File: src/rtl/hazard_pkg.sv
// Shared types and constants for the hazard/forwarding controller.
package hazard_pkg;

    // Stage rd fields are stored at this fixed width; REG_AW must not exceed it.
    localparam int RD_MAX_W = 8;

    // Forward-select code for "take the operand from the register file".
    localparam int FWD_RF = 0;

    // Per-stage tracking record for E, M1..Mk and W.
    typedef struct packed {
        logic                valid;
        logic [RD_MAX_W-1:0] rd;
        logic                regwrite;
        logic                is_load;
    } stage_info_t;

    // Forward-select code for the WriteBack stage with k memory stages.
    function automatic int FWD_W_SEL(input int k);
        return k + 1;
    endfunction

endpackage

File: src/rtl/hazard_ctrl_if.sv
// Decode-side inputs and pipeline-control outputs of the hazard controller.
interface hazard_ctrl_if #(
    parameter int REG_AW  = 5,
    parameter int MEM_LAT = 1,
    parameter int CNT_W   = 16
);
    localparam int FWD_W = $clog2(MEM_LAT + 2);

    logic              dec_valid;
    logic [REG_AW-1:0] dec_rs1;
    logic [REG_AW-1:0] dec_rs2;
    logic              dec_use_rs1;
    logic              dec_use_rs2;
    logic [REG_AW-1:0] dec_rd;
    logic              dec_regwrite;
    logic              dec_is_load;
    logic              branch_taken_e;
    logic              mem_wait;

    logic              stall_f;
    logic              stall_d;
    logic              stall_all;
    logic              flush_d;
    logic              flush_e;
    logic [FWD_W-1:0]  fwd_a_e;
    logic [FWD_W-1:0]  fwd_b_e;
    logic [CNT_W-1:0]  stall_cnt;
    logic [CNT_W-1:0]  flush_cnt;

    // Datapath side: presents decode info, consumes stall/flush/forward controls.
    modport master (
        output dec_valid, dec_rs1, dec_rs2, dec_use_rs1, dec_use_rs2,
               dec_rd, dec_regwrite, dec_is_load, branch_taken_e, mem_wait,
        input  stall_f, stall_d, stall_all, flush_d, flush_e,
               fwd_a_e, fwd_b_e, stall_cnt, flush_cnt
    );

    // Controller side.
    modport slave (
        input  dec_valid, dec_rs1, dec_rs2, dec_use_rs1, dec_use_rs2,
               dec_rd, dec_regwrite, dec_is_load, branch_taken_e, mem_wait,
        output stall_f, stall_d, stall_all, flush_d, flush_e,
               fwd_a_e, fwd_b_e, stall_cnt, flush_cnt
    );

endinterface

File: src/rtl/hazard_ctrl_fwd_sel.sv
// Operand forward-source selector: youngest non-load producer of rs among M1..Mk, W.
module fwd_sel
    import hazard_pkg::*;
#(
    parameter int REG_AW  = 5,
    parameter int MEM_LAT = 1,
    parameter int FWD_W   = $clog2(MEM_LAT + 2)
) (
    input  logic [REG_AW-1:0] rs,
    input  logic              use_rs,
    input  stage_info_t       src [MEM_LAT+1],  // [0]=M1 .. [MEM_LAT-1]=Mk, [MEM_LAT]=W
    output logic [FWD_W-1:0]  sel
);

    logic hit;

    // Priority scan from youngest (M1) to oldest (W); loads still in M carry no data yet.
    always_comb begin
        sel = FWD_W'(FWD_RF);
        hit = 1'b0;
        if (use_rs && (rs != '0)) begin
            for (int i = 0; i <= MEM_LAT; i++) begin
                if (!hit && src[i].valid && src[i].regwrite && (src[i].rd != '0) &&
                    (src[i].rd == RD_MAX_W'(rs)) && !(src[i].is_load && (i < MEM_LAT))) begin
                    sel = FWD_W'(i + 1);
                    hit = 1'b1;
                end
            end
        end
    end

endmodule

File: src/rtl/hazard_ctrl.sv
// Hazard and forwarding controller for an in-order pipeline with MEM_LAT memory stages.
module hazard_ctrl
    import hazard_pkg::*;
#(
    parameter int REG_AW  = 5,
    parameter int MEM_LAT = 1,
    parameter int CNT_W   = 16
) (
    input logic          clk,
    input logic          rst,
    hazard_ctrl_if.slave bus
);

    localparam int FWD_W = $clog2(MEM_LAT + 2);
    localparam int NSTG  = MEM_LAT + 2;  // [0]=E, [1..MEM_LAT]=M1..Mk, [NSTG-1]=W

    stage_info_t       stg_q [NSTG];
    stage_info_t       stg_d [NSTG];
    logic [REG_AW-1:0] e_rs1_q, e_rs1_d, e_rs2_q, e_rs2_d;
    logic              e_use_rs1_q, e_use_rs1_d, e_use_rs2_q, e_use_rs2_d;
    logic [CNT_W-1:0]  stall_cnt_q, stall_cnt_d, flush_cnt_q, flush_cnt_d;

    stage_info_t       fwd_src [MEM_LAT+1];
    logic [FWD_W-1:0]  fwd_a_raw, fwd_b_raw;
    logic              lu;
    logic              stall_f, stall_d, stall_all, flush_d, flush_e;

    // Forward candidates are every stage downstream of E.
    always_comb begin
        for (int i = 0; i <= MEM_LAT; i++) begin
            fwd_src[i] = stg_q[i+1];
        end
    end

    fwd_sel #(.REG_AW(REG_AW), .MEM_LAT(MEM_LAT), .FWD_W(FWD_W)) u_fwd_a (
        .rs     (e_rs1_q),
        .use_rs (e_use_rs1_q),
        .src    (fwd_src),
        .sel    (fwd_a_raw)
    );

    fwd_sel #(.REG_AW(REG_AW), .MEM_LAT(MEM_LAT), .FWD_W(FWD_W)) u_fwd_b (
        .rs     (e_rs2_q),
        .use_rs (e_use_rs2_q),
        .src    (fwd_src),
        .sel    (fwd_b_raw)
    );

    // Load-use: decode reads a register a load in E..M(k-1) has not yet delivered.
    always_comb begin
        lu = 1'b0;
        for (int i = 0; i < MEM_LAT; i++) begin
            if (stg_q[i].valid && stg_q[i].is_load) begin
                if (bus.dec_use_rs1 && (bus.dec_rs1 != '0) &&
                    (stg_q[i].rd == RD_MAX_W'(bus.dec_rs1))) lu = 1'b1;
                if (bus.dec_use_rs2 && (bus.dec_rs2 != '0) &&
                    (stg_q[i].rd == RD_MAX_W'(bus.dec_rs2))) lu = 1'b1;
            end
        end
        if (!bus.dec_valid) lu = 1'b0;
    end

    // Control outputs: reset, then memory wait, then taken branch, then load-use.
    always_comb begin
        stall_f   = 1'b0;
        stall_d   = 1'b0;
        stall_all = 1'b0;
        flush_d   = 1'b0;
        flush_e   = 1'b0;
        if (rst) begin
            flush_d = 1'b1;
            flush_e = 1'b1;
        end else if (bus.mem_wait) begin
            stall_all = 1'b1;
            stall_f   = 1'b1;
            stall_d   = 1'b1;
        end else if (bus.branch_taken_e) begin
            flush_d = 1'b1;
            flush_e = 1'b1;
        end else if (lu) begin
            stall_f = 1'b1;
            stall_d = 1'b1;
            flush_e = 1'b1;
        end
    end

    assign bus.stall_f   = stall_f;
    assign bus.stall_d   = stall_d;
    assign bus.stall_all = stall_all;
    assign bus.flush_d   = flush_d;
    assign bus.flush_e   = flush_e;
    assign bus.fwd_a_e   = rst ? '0 : fwd_a_raw;
    assign bus.fwd_b_e   = rst ? '0 : fwd_b_raw;
    assign bus.stall_cnt = stall_cnt_q;
    assign bus.flush_cnt = flush_cnt_q;

    // Next state: shift the stage records unless frozen; saturating event counters.
    always_comb begin
        stg_d       = stg_q;
        e_rs1_d     = e_rs1_q;
        e_rs2_d     = e_rs2_q;
        e_use_rs1_d = e_use_rs1_q;
        e_use_rs2_d = e_use_rs2_q;
        stall_cnt_d = stall_cnt_q;
        flush_cnt_d = flush_cnt_q;

        if (!bus.mem_wait) begin
            for (int i = 1; i < NSTG; i++) begin
                stg_d[i] = stg_q[i-1];
            end
            if (flush_e) begin
                stg_d[0]    = '0;
                e_rs1_d     = '0;
                e_rs2_d     = '0;
                e_use_rs1_d = 1'b0;
                e_use_rs2_d = 1'b0;
            end else begin
                stg_d[0].valid    = bus.dec_valid;
                stg_d[0].rd       = RD_MAX_W'(bus.dec_rd);
                stg_d[0].regwrite = bus.dec_regwrite;
                stg_d[0].is_load  = bus.dec_is_load;
                e_rs1_d           = bus.dec_rs1;
                e_rs2_d           = bus.dec_rs2;
                e_use_rs1_d       = bus.dec_use_rs1;
                e_use_rs2_d       = bus.dec_use_rs2;
            end
        end

        if (stall_d && (stall_cnt_q != '1)) begin
            stall_cnt_d = stall_cnt_q + CNT_W'(1);
        end
        if (bus.branch_taken_e && !bus.mem_wait && (flush_cnt_q != '1)) begin
            flush_cnt_d = flush_cnt_q + CNT_W'(1);
        end
    end

    // State register with synchronous reset discarding all in-flight tracking.
    always_ff @(posedge clk) begin
        if (rst) begin
            for (int i = 0; i < NSTG; i++) begin
                stg_q[i] <= '0;
            end
            e_rs1_q     <= '0;
            e_rs2_q     <= '0;
            e_use_rs1_q <= 1'b0;
            e_use_rs2_q <= 1'b0;
            stall_cnt_q <= '0;
            flush_cnt_q <= '0;
        end else begin
            stg_q       <= stg_d;
            e_rs1_q     <= e_rs1_d;
            e_rs2_q     <= e_rs2_d;
            e_use_rs1_q <= e_use_rs1_d;
            e_use_rs2_q <= e_use_rs2_d;
            stall_cnt_q <= stall_cnt_d;
            flush_cnt_q <= flush_cnt_d;
        end
    end

endmodule

File: src/flat_wrapper.sv
// flat-port wrapper written by rule: the top's interface ports become plain ports
module hazard_ctrl_flat import hazard_pkg::*;
#(
    parameter int REG_AW  = 5,
    parameter int MEM_LAT = 1,
    parameter int CNT_W   = 16
)
  (clk, rst, bus_dec_valid, bus_dec_rs1, bus_dec_rs2, bus_dec_use_rs1, bus_dec_use_rs2, bus_dec_rd, bus_dec_regwrite, bus_dec_is_load, bus_branch_taken_e, bus_mem_wait, bus_stall_f, bus_stall_d, bus_stall_all, bus_flush_d, bus_flush_e, bus_fwd_a_e, bus_fwd_b_e, bus_stall_cnt, bus_flush_cnt);
  hazard_ctrl_if #(.REG_AW(REG_AW), .MEM_LAT(MEM_LAT), .CNT_W(CNT_W)) bus_i ();
  input logic clk;
  input logic rst;
  input wire logic [$bits(bus_i.dec_valid)-1:0] bus_dec_valid;
  input wire logic [$bits(bus_i.dec_rs1)-1:0] bus_dec_rs1;
  input wire logic [$bits(bus_i.dec_rs2)-1:0] bus_dec_rs2;
  input wire logic [$bits(bus_i.dec_use_rs1)-1:0] bus_dec_use_rs1;
  input wire logic [$bits(bus_i.dec_use_rs2)-1:0] bus_dec_use_rs2;
  input wire logic [$bits(bus_i.dec_rd)-1:0] bus_dec_rd;
  input wire logic [$bits(bus_i.dec_regwrite)-1:0] bus_dec_regwrite;
  input wire logic [$bits(bus_i.dec_is_load)-1:0] bus_dec_is_load;
  input wire logic [$bits(bus_i.branch_taken_e)-1:0] bus_branch_taken_e;
  input wire logic [$bits(bus_i.mem_wait)-1:0] bus_mem_wait;
  output wire logic [$bits(bus_i.stall_f)-1:0] bus_stall_f;
  output wire logic [$bits(bus_i.stall_d)-1:0] bus_stall_d;
  output wire logic [$bits(bus_i.stall_all)-1:0] bus_stall_all;
  output wire logic [$bits(bus_i.flush_d)-1:0] bus_flush_d;
  output wire logic [$bits(bus_i.flush_e)-1:0] bus_flush_e;
  output wire logic [$bits(bus_i.fwd_a_e)-1:0] bus_fwd_a_e;
  output wire logic [$bits(bus_i.fwd_b_e)-1:0] bus_fwd_b_e;
  output wire logic [$bits(bus_i.stall_cnt)-1:0] bus_stall_cnt;
  output wire logic [$bits(bus_i.flush_cnt)-1:0] bus_flush_cnt;
  assign bus_i.dec_valid = bus_dec_valid;
  assign bus_i.dec_rs1 = bus_dec_rs1;
  assign bus_i.dec_rs2 = bus_dec_rs2;
  assign bus_i.dec_use_rs1 = bus_dec_use_rs1;
  assign bus_i.dec_use_rs2 = bus_dec_use_rs2;
  assign bus_i.dec_rd = bus_dec_rd;
  assign bus_i.dec_regwrite = bus_dec_regwrite;
  assign bus_i.dec_is_load = bus_dec_is_load;
  assign bus_i.branch_taken_e = bus_branch_taken_e;
  assign bus_i.mem_wait = bus_mem_wait;
  assign bus_stall_f = bus_i.stall_f;
  assign bus_stall_d = bus_i.stall_d;
  assign bus_stall_all = bus_i.stall_all;
  assign bus_flush_d = bus_i.flush_d;
  assign bus_flush_e = bus_i.flush_e;
  assign bus_fwd_a_e = bus_i.fwd_a_e;
  assign bus_fwd_b_e = bus_i.fwd_b_e;
  assign bus_stall_cnt = bus_i.stall_cnt;
  assign bus_flush_cnt = bus_i.flush_cnt;
  hazard_ctrl #(.REG_AW(REG_AW), .MEM_LAT(MEM_LAT), .CNT_W(CNT_W)) u_core (.clk(clk), .rst(rst), .bus(bus_i));
endmodule
File: config.mk
export PLATFORM = sky130hd
export DESIGN_NAME = hazard_ctrl_flat
export DESIGN_NICKNAME = d
export VERILOG_FILES = /design/src/rtl/hazard_pkg.sv /design/src/rtl/hazard_ctrl_if.sv /design/src/rtl/hazard_ctrl_fwd_sel.sv /design/src/rtl/hazard_ctrl.sv /design/src/flat_wrapper.sv
export SDC_FILE = /design/constraint.sdc
export NUM_CORES = 1
export LEC_CHECK = 0
export ABC_AREA = 1
export ABC_CLOCK_PERIOD_IN_PS = 4200
export CORE_UTILIZATION = 40
export DETAILED_ROUTE_END_ITERATION = 8
export SLEW_MARGIN = 5
export SYNTH_ARGS = -nofsm -noshare
export SYNTH_HDL_FRONTEND = slang
export SYNTH_SLANG_ARGS = --single-unit
File: constraint.sdc
create_clock -name clk -period 4.2 [get_ports clk]
set_input_delay 0.42 -clock clk [delete_from_list [all_inputs] [get_ports clk]]
set_output_delay 0.42 -clock clk [all_outputs]
set_load 0.05 [all_outputs]
==> results by group, run 1 <==
Run status
  – Status: finished clean

Pwr
  – Peak supply drop: 0.000134 V
  – Pwr Total: 1360 µW
  – PwrDens: 309 nW/µm²
  – P_leak: 0.00176 µW

CTS
  – CTS root buf: clkbuf_8
  – CTS clk-pin slew, worst paths: 70 ps
  – Post-CTS resize count: 0
  – # hold bufs at CTS: 0
  – H-tree depth: 3
  – Inserted Clock Buffers: 9
  – # clock sinks: 67
  – Worst-skew pair later-pin latency: 350 ps
  – Post-CTS setup buffer count: 0
  – Max Buffers Root-to-Sink: 2
  – CTS tree: yes

Synthesis
  – Area contributors post-synth: dfxtp_1 (38%), nand2_1 (9.9%), inv_1 (8.2%)
  – Syn. warnings: 0
  – EDFF count, synth: 0
  – Syn Area/Cell: 6.93 µm²
  – Syn Inst Count: 503
  – Net Count, Synth: 529
  – Most used DFF post-synth: dfxtp_1
  – Synth Register Bits: 67
  – Seq/Total Area, Yosys: 38.5%
  – Synth async-reset ratio: 0%
  – Cell area after synthesis: 3490 µm²
  – Synth unique cells: 33
  – Cell accounting for the most synthesized area: dfxtp_1
  – Area share of the largest cell type after synthesis: 38.5%

Worst setup path
  – Required time worst endpoint: 3780 ps
  – Crit path cell chain: clkdlybuf4s50_1, buf_4, clkinv_1, buf_4, nor2_1, clkdlybuf4s50_1
  – Worst setup SP type: input port
  – Critical path origin: bus_mem_wait
  – WP data arrival: 2630 ps
  – CP bufs+invs: 5
  – WS Path Type: input port to output pin
  – Crit-path slowest cell: clkdlybuf4s50_1
  – CP max stage delay: 870 ps
  – R2r startpoint: u_core.bus.stall_cnt[0]
  – Critical Path Fanout Max: 20
  – CP delay by family, top: buffers and inverters
  – Flop2flop setup slack: 2050 ps
  – Nature of the critical path endpoint: output pin

Floorplan
  – I/O pin count: 65
  – Row count: 33
  – Width of the die: 95.4 µm
  – Die height: 95.4 µm
  – Core Area: 8340 µm²
  – Die area: 9090 µm²
  – Starting Density: 41.8%

Global routing
  – All-Layer GR Usage: 21.3%
  – Grt ovf: 0
  – First-pass GRT wire length: 14900 µm
  – Pin count of the biggest net entering global routing: 23
  – Vias in the first global route: 3170
  – Initial antenna violation count: 0

Cells and area
  – Post-route cell area: 4410 µm²
  – Antenna cells: 0
  – Final net count: 593
  – Syn-to-layout area delta: 26.6%
  – Final cell utilization of the core: 52.9%
  – Share of cells above drive strength 1: 5.77%

STA
  – Final Hold Fails: 0
  – Slew HR: 48.3%
  – Final setup violation count: 0
  – Max-slew violation count: 0
  – Min Tclk post-route: 3050 ps
  – Hold_ws: 470 ps
  – Final clock skew: 11.0 ps
  – Maximum clock frequency: 328 MHz
  – Part of the cycle the worst path needs: 72.7%
  – RSZ-0062 raised after global routing: no
  – Worst slew pin tran: 773 ps
  – Setup TNS Final: 0 ps

Placement
  – Area after DPL: 4230 µm²
  – Post-DP HPWL: 6550 µm
  – Port bufs: 64
  – GPL Wtd Cong: 0.960

Hold path
  – Hold WC Path Type: register to register
  – Hold path start: u_core.stg_q[23]

Drt
  – Pre-antenna DRT Iters: 4
  – Vias per cell: 5.13
  – Wire per inst: 13.1 µm
  – Vias: 3476
  – Total Routed Length: 8870 µm
  – Drt initial violations: 158
  – Residual DRC: 0
  – Final ANT Viol Nets: 0

Job
  – Max-Cap Viols: 0
## kinds of logic after synthesis
logic type / Yosys count / synth area share (%)
compound gates: 112 / 17.9
xor+xnor: 23 / 5.78
fa+ha+maj: 2 / 0.718
buf+inv: 94 / 10.6
flops: 67 / 38.5
simple gates: 205 / 26.5
## placed cells by master (no fill, tap or decap), types with 2 or more instances in the layout
cell type        netlist  routed
xnor2_1                7       7
xor2_1                16      16
o211ai_1               2       2
ha_1                   2       2
o21a_1                 4       4
nand3_1               19      19
clkinvlp_4             0       2
o22ai_1               21      21
clkdlybuf4s50_1        0      60
buf_4                  1       7
dfxtp_1               67      67
a21oi_1               40      40
buf_12                 0       2
clkbuf_8               0      11
inv_1                 76      76
nor3b_1                2       2
nand2_1               92      92
nor3_1                10      10
nor2_1                49      49
nand2_2                4       4
a211oi_1               5       5
nand4_1               23      23
o21ai_0               37      37
clkinv_2               0       2
## path summary, 6_finish.rpt
check / endpoint / cells after the start
setup / recovery: bus_stall_all / 6
hold / removal: u_core.fwd_src[12] / 2
setup reg to reg: u_core.bus.stall_cnt[0] / 10
hold reg to reg: u_core.fwd_src[12] / 2
## flip-flops by register name, summed over array words and instances (netlist names)
signal,cells
u_core.bus.flush_cnt,16
u_core.bus.stall_cnt,16
u_core.e_rs1_q,5
u_core.e_rs2_q,5
u_core.e_use_rs1_q,1
u_core.e_use_rs2_q,1
u_core.fwd_src,15
u_core.stg_q,8
## final cells by class
type	count	area, µm²
fillers	866	3930
multi-input cells	342	1770
flip-flops and latches	67	1340
repair buffers	69	693
inverters	78	293
clock buffers	12	155
well taps	105	131
clock inverters	4	25.0
## synth_stat cells (4+ instances only)
cell / count
a211oi_1: 5
a21oi_1: 40
clkbuf_1: 12
dfxtp_1: 67
inv_1: 76
nand2_1: 92
nand2_2: 4
nand3_1: 19
nand4_1: 23
nor2_1: 49
nor3_1: 10
o21a_1: 4
o21ai_0: 37
o22ai_1: 21
xnor2_1: 7
xor2_1: 16
## stage by stage
| stage | setup slack, ps | instances |
|---|---|---|
| 2_1_floorplan | 1100 | 503 |
| 3_3_place_gp | 1160 | 661 |
| 3_5_place_dp | 1160 | 661 |
| 4_1_cts | 1150 | 677 |
| 5_1_grt | 989 | 677 |
| 6_report | 1150 | 677 |
## metal layers
metal | global-route usage [%] | vias up | share of wire, %
met3 | 3.11 | 17 | 4.4
met2 | 34.8 | 97 | 47
met1 | 27.8 | 1571 | 47
met4 | 8.96 | 0 | 2.3
li1 | - | 1791 | -
met5 | 0 | - | 0
## worst register-to-register path: stages (launching register included)
cell and delay [ps]:
dfxtp_1 410, ha_1 270, nand2_2 100, nor3_4 270, nand2_2 110, nor3b_2 190
nand2_2 230, nand3_4 280, nand2_1 80, nand2_1 60, nor2_1 40
## report_power, final
part | switching (µW) | internal (µW)
clock network | 256 | 245
logic | 110 | 72.0
registers | 23.3 | 658
total | 389 | 975
No activity file was read; power rests on OpenSTA's default activity.
==> run 2: changes to the inputs <==
Settings changed: ABC_CLOCK_PERIOD_IN_PS 4200 to 2800, PLACE_DENSITY set to 0.66.
Clock period 4.2 ns to 2.8 ns, I/O delays scaled along.
==> run 2 against run 1 <==
  * Setup slack got worse by 570 ps
  * Flip-flop and latch count did not move
  * Final area rose by 2.4%
  * Core utilization rose by 1.3 points
  * First-iteration DRC count rose by 13%
  * Largest cell class unchanged
  * Highest routed layer unchanged
  * Count of clock-buffer cells in the layout fell by 2
  * Hold slack improved by 14 ps
  * Sequential share of layout area fell by 0.72 points
  * Clock skew fell by 2.8 ps
  * Global-route usage fell by 0.12 points
  * Combinational power rose by 54%
  * Via count rose by 0.17%
==> results by group, run 2 (synthesis gave the netlist of run 1 again) <==
Cells and area
  – Commonest non-fill, non-tap cells in the layout: nand2_1 (92), inv_1 (76), dfxtp_1 (67)
  – Filler Cell Count: 815
  – Syn-to-layout area delta: 29.6%
  – Reg area: 1340 µm²
  – Post-route cell area: 4520 µm²
  – Most common library cell in the layout ignoring fill and taps: nand2_1
  – Final net count: 595
  – Antenna cells: 0
  – Multi-input gate area: 1780 µm²
  – Share of cells above drive strength 1: 7.14%

CTS
  – CTS root buf: clkbuf_8
  – Post-CTS resize count: 0
  – Inserted Clock Buffers: 9
  – H-tree depth: 3
  – # hold bufs at CTS: 0
  – CTS clk-pin slew, worst paths: 80 ps
  – # clock sinks: 67
  – Max Buffers Root-to-Sink: 2
  – CTS tree: yes
  – Worst-skew pair later-pin latency: 340 ps
  – Post-CTS setup buffer count: 0

Global routing
  – Grt ovf: 0
  – All-Layer GR Usage: 21.2%
  – First-pass GRT wire length: 14900 µm
  – Vias in the first global route: 3228
  – Initial antenna violation count: 0
  – Pin count of the biggest net entering global routing: 27

Pwr
  – PwrDens: 485 nW/µm²
  – P_leak: 0.00181 µW
  – Peak supply drop: 0.000351 V

Worst setup path
  – Crit path cell chain: inv_1, nand2_1, nand2_1, nor2_1, nand4_1, nand2_1, nand2_1, o21ai_0, buf_4
  – WP data arrival: 1940 ps
  – CP bufs+invs: 2
  – Crit-path slowest cell: dfxtp_1
  – Nature of the critical path endpoint: output pin
  – CP delay by family, top: simple AND/OR/NAND/NOR gates
  – Worst setup SP type: register
  – Critical Path Fanout Max: 5
  – Required time worst endpoint: 2520 ps
  – WS Path Type: register to output pin
  – CP max stage delay: 420 ps
  – CP most frequent cell: nand2_1

Placement
  – GPL Wtd Cong: 0.888
  – Post-DP HPWL: 6610 µm
  – Port bufs: 64
  – Area after DPL: 4300 µm²

Drt
  – Pre-antenna DRT Iters: 5
  – Metal2 WL: 3950 µm
  – Met3 wire length: 593 µm
  – Total Routed Length: 8920 µm
  – Vias per cell: 5.13
  – Final ANT Viol Nets: 0
  – Highest Signal Layer: met4
  – Wire per inst: 13.1 µm
  – Drt initial violations: 179
  – Residual DRC: 0
  – M1 WL: 4180 µm
  – Vias: 3482

Hold path
  – Hold WC Path Type: register to register

Job
  – Max-Cap Viols: 0

Run status
  – Status: finished clean

STA
  – Slew HR: 61.7%
  – Final Hold Fails: 0
  – Min Tclk post-route: 2220 ps
  – Final clock skew: 8.29 ps
  – Worst slew pin tran: 567 ps
  – RSZ-0062 raised after global routing: no
  – Setup TNS Final: 0 ps
  – Final setup violation count: 0
  – Maximum clock frequency: 450 MHz
  – Max-slew violation count: 0
  – Part of the cycle the worst path needs: 79.3%

Floorplan
  – Die area: 9090 µm²
  – I/O pin count: 65
  – Core Area: 8340 µm²
  – Die height: 95.4 µm
  – Row count: 33
  – Starting Density: 41.8%
  – Width of the die: 95.4 µm
-- run 2: worst paths after layout --
check / start / to / slack, ps / cells past startpoint
hold reg to reg: u_core.e_use_rs2_q / u_core.e_use_rs2_q / 480 / 2
hold / removal: u_core.e_use_rs2_q / u_core.e_use_rs2_q / 480 / 2
setup / recovery: u_core.stg_q[25] / bus_flush_e / 580 / 9
setup reg to reg: u_core.bus.stall_cnt[0] / u_core.bus.stall_cnt[1] / 720 / 10
-- run 2: per-stage QoR --
step | hold WS [ps] | total power [µW] | util (%) | cells | setup WS [ps]
after floorplan | 427 | 1210 | - | 503 | 333
after global placement | 462 | 1320 | 51.6 | 663 | 610
after detailed placement | 466 | 1320 | 51.6 | 663 | 539
after CTS | 477 | 2210 | 54.2 | 679 | 599
after global routing | 494 | 2290 | 54.2 | 679 | 444
final | 485 | 2190 | 54.2 | 679 | 580
-- run 2: metal layers --
metal,up-vias,track usage (%)
li1,1795,-
met3,17,3.19
met2,127,33.8
met1,1543,28.1
met4,0,9.34
met5,-,0
-- run 2: report_power, final --
part | switching (µW) | leakage (µW) | total [µW] | internal (µW)
clock | 386 | 0.000106 | 889 | 503
sequential | 33.6 | 0.000547 | 1020 | 987
combinational | 169 | 0.00115 | 281 | 111
total | 589 | 0.00181 | 2190 | 1600
-- run 2: worst reg2reg max path, stage by stage (launching register included) --
cell,delay [ps]
dfxtp_1,400
ha_1,260
nand2_2,100
nor3_4,260
nand2_2,110
nor3b_2,190
nand2_2,210
nand3_4,270
nand2_1,90
nand2_1,60
nor2_1,40
-- run 2: final cells by class --
class | count | area share (%)
clock buffers | 10 | 2.82
multi-input cells | 342 | 39.3
repair buffers | 71 | 16.8
clock inverters | 6 | 1.99
inverters | 78 | 6.48
well taps | 105 | 2.91
flip-flops and latches | 67 | 29.7
==> run 3: changes to the inputs <==
Settings changed: ABC_CLOCK_PERIOD_IN_PS 2800 to 2000.
Clock period 2.8 ns to 2 ns, I/O delays scaled along.
==> run 3 against run 2 <==
  * First-iteration DRC count grew 50%
  * Critical path depth grew 1
  * Clock skew about the same
  * Highest routed layer unchanged
  * Count of clock-buffer cells in the layout up 2
  * Combinational power is 55% higher
  * Critical endpoint is now bus_stall_f
==> results by group, run 3 (synthesis gave the netlist of run 1 again) <==
Cells and area
  – Syn-to-layout area delta: 36.9%
  – Final cell utilization of the core: 57.2%
  – Non-Filler Instances: 699
  – Share of cells above drive strength 1: 15.5%
  – Post-route cell area: 4770 µm²
  – Antenna cells: 0
  – Commonest non-fill, non-tap cells in the layout: nand2_1 (88), inv_1 (68), dfxtp_1 (55)
  – Final net count: 617
  – Most common library cell in the layout ignoring fill and taps: nand2_1

Placement
  – Port bufs: 64
  – DP Cell Count: 683
  – Post-DP HPWL: 7240 µm
  – GPL Wtd Cong: 0.913
  – Area after DPL: 4480 µm²

Worst setup path
  – CP max stage delay: 500 ps
  – CP most frequent cell: nand2_1
  – WS Path Type: input port to output pin
  – Crit path cell chain: clkdlybuf4s50_1, inv_1, nand2_1, nand2_1, nor2_1, nand4_1, nand2_2, nand2_4, a21oi_4, buf_12
  – WP data arrival: 1730 ps
  – Crit-path slowest cell: clkdlybuf4s50_1
  – Nature of the critical path endpoint: output pin
  – Worst setup SP type: input port
  – Flop2flop setup slack: 120 ps
  – Worst reg-to-reg path cell count: 10
  – Critical Path Fanout Max: 4
  – Required time worst endpoint: 1800 ps
  – R2r startpoint: u_core.bus.stall_cnt[1]
  – R2R Path End: u_core.bus.stall_cnt[1]

Drt
  – Residual DRC: 0
  – Wire per inst: 13.7 µm
  – Total Routed Length: 9580 µm
  – Pre-antenna DRT Iters: 5
  – Vias: 3633
  – Final ANT Viol Nets: 0
  – Vias per cell: 5.20
  – Drt initial violations: 268

STA
  – Final Hold Fails: 0
  – RSZ-0062 raised after global routing: yes
  – Final clock skew: 7.82 ps
  – Max-slew violation count: 0
  – Slew HR: 56.8%
  – Part of the cycle the worst path needs: 96.7%
  – Worst slew pin tran: 646 ps
  – Setup TNS Final: 0 ps
  – Min Tclk post-route: 1930 ps
  – Final setup violation count: 0
  – Maximum clock frequency: 517 MHz

Floorplan
  – Width of the die: 95.4 µm
  – Core Area: 8340 µm²
  – Die height: 95.4 µm
  – Starting Density: 41.8%
  – I/O pin count: 65
  – Die area: 9090 µm²
  – Row count: 33

Global routing
  – Vias in the first global route: 3255
  – Initial antenna violation count: 0
  – Grt ovf: 0
  – First-pass GRT wire length: 15400 µm
  – All-Layer GR Usage: 22.1%
  – Pin count of the biggest net entering global routing: 21

CTS
  – # hold bufs at CTS: 0
  – CTS clk-pin slew, worst paths: 60 ps
  – H-tree depth: 3
  – Inserted Clock Buffers: 9
  – Worst-skew pair later-pin latency: 340 ps
  – CTS root buf: clkbuf_8
  – Max Buffers Root-to-Sink: 2
  – CTS tree: yes
  – # clock sinks: 67

Pwr
  – P_leak: 0.00196 µW
  – PwrDens: 634 nW/µm²
  – Peak supply drop: 0.000350 V

Job
  – Max-Cap Viols: 0

Run status
  – Status: finished clean

Hold path
  – Hold path start: bus_dec_rs2[2]
  – Hold WC Path Type: input port to register
  – Hold EP: u_core.e_rs2_q[2]
  – Hold Path Depth: 3
==> run 3: cell count changes in the layout (fill, tap and decap cells not counted), moves of 3 or more <==
cell	change
dfxtp_2	+9
inv_1	-8
inv_2	+8
dfxtp_1	-12
nand2_2	+3
clkbuf_8	+3
nand2_1	-4
dfxtp_4	+3
buf_4	+19
==> run 3: final cells by class <==
| type | instances | area [µm²] |
|---|---|---|
| fill | 788 | 3570 |
| clock buffer | 12 | 165 |
| sequential | 67 | 1360 |
| multi-input combinational | 343 | 1850 |
| timing repair buffer | 92 | 937 |
| inverter | 78 | 293 |
| tap | 105 | 131 |
| clock inverter | 2 | 35.0 |
==> run 3: where the power goes <==
part | internal [µW] | switching, µW | leakage [µW]
logic | 183 | 253 | 0.00131
clock network | 663 | 494 | 0.000104
registers | 1380 | 50.4 | 0.000552
==> run 3: per-stage QoR <==
| step | worst slack (ps) | hold slack [ps] | power (µW) |
|---|---|---|---|
| finish | 65.0 | 213 | 3030 |
| CTS | 11.3 | 386 | 3050 |
| floorplan | -140 | 347 | 1700 |
| detailed placement | -59.0 | 463 | 1880 |
| global route | -20.2 | 212 | 3160 |
| global placement | -25.6 | 453 | 1880 |
==> run 3: what timing repair did <==
action	in CTS	in global routing
buffers inserted	0	1
cloned	0	1
gates resized for setup	6	31
pin swaps	1	8
setup endpoints to repair	5	19
==> run 3: critical path: cells and delay by family <==
family                 cells  cell delay, ps
and+or+nand+nor            6             560
buffers and inverters      3             730
AOI/OAI and AO/OA          1             230
==> run 3: worst max path at each step <==
| stage | cells after the start | from | slack [ps] | end |
|---|---|---|---|---|
| after global routing | 7 | u_core.e_rs2_q[0] | -20 | bus_fwd_b_e[0] |
| after CTS | 9 | u_core.stg_q[27] | 10 | bus_stall_f |
| after global placement | 7 | bus_mem_wait | -30 | u_core.e_rs2_q[3] |
| after floorplan | 8 | bus_mem_wait | -140 | bus_stall_f |
| final | 10 | bus_dec_rs2[1] | 70 | bus_stall_f |
| after detailed placement | 11 | bus_mem_wait | -60 | u_core.bus.flush_cnt[6] |
==> run 3: layer usage <==
| metal | track usage [%] | part of all wire (%) | vias up |
|---|---|---|---|
| met5 | 0 | 0 | - |
| met4 | 8.84 | 2.3 | 0 |
| met3 | 5.42 | 4.6 | 22 |
| met2 | 34.2 | 46 | 112 |
| met1 | 29.3 | 47 | 1656 |
| li1 | - | - | 1843 |
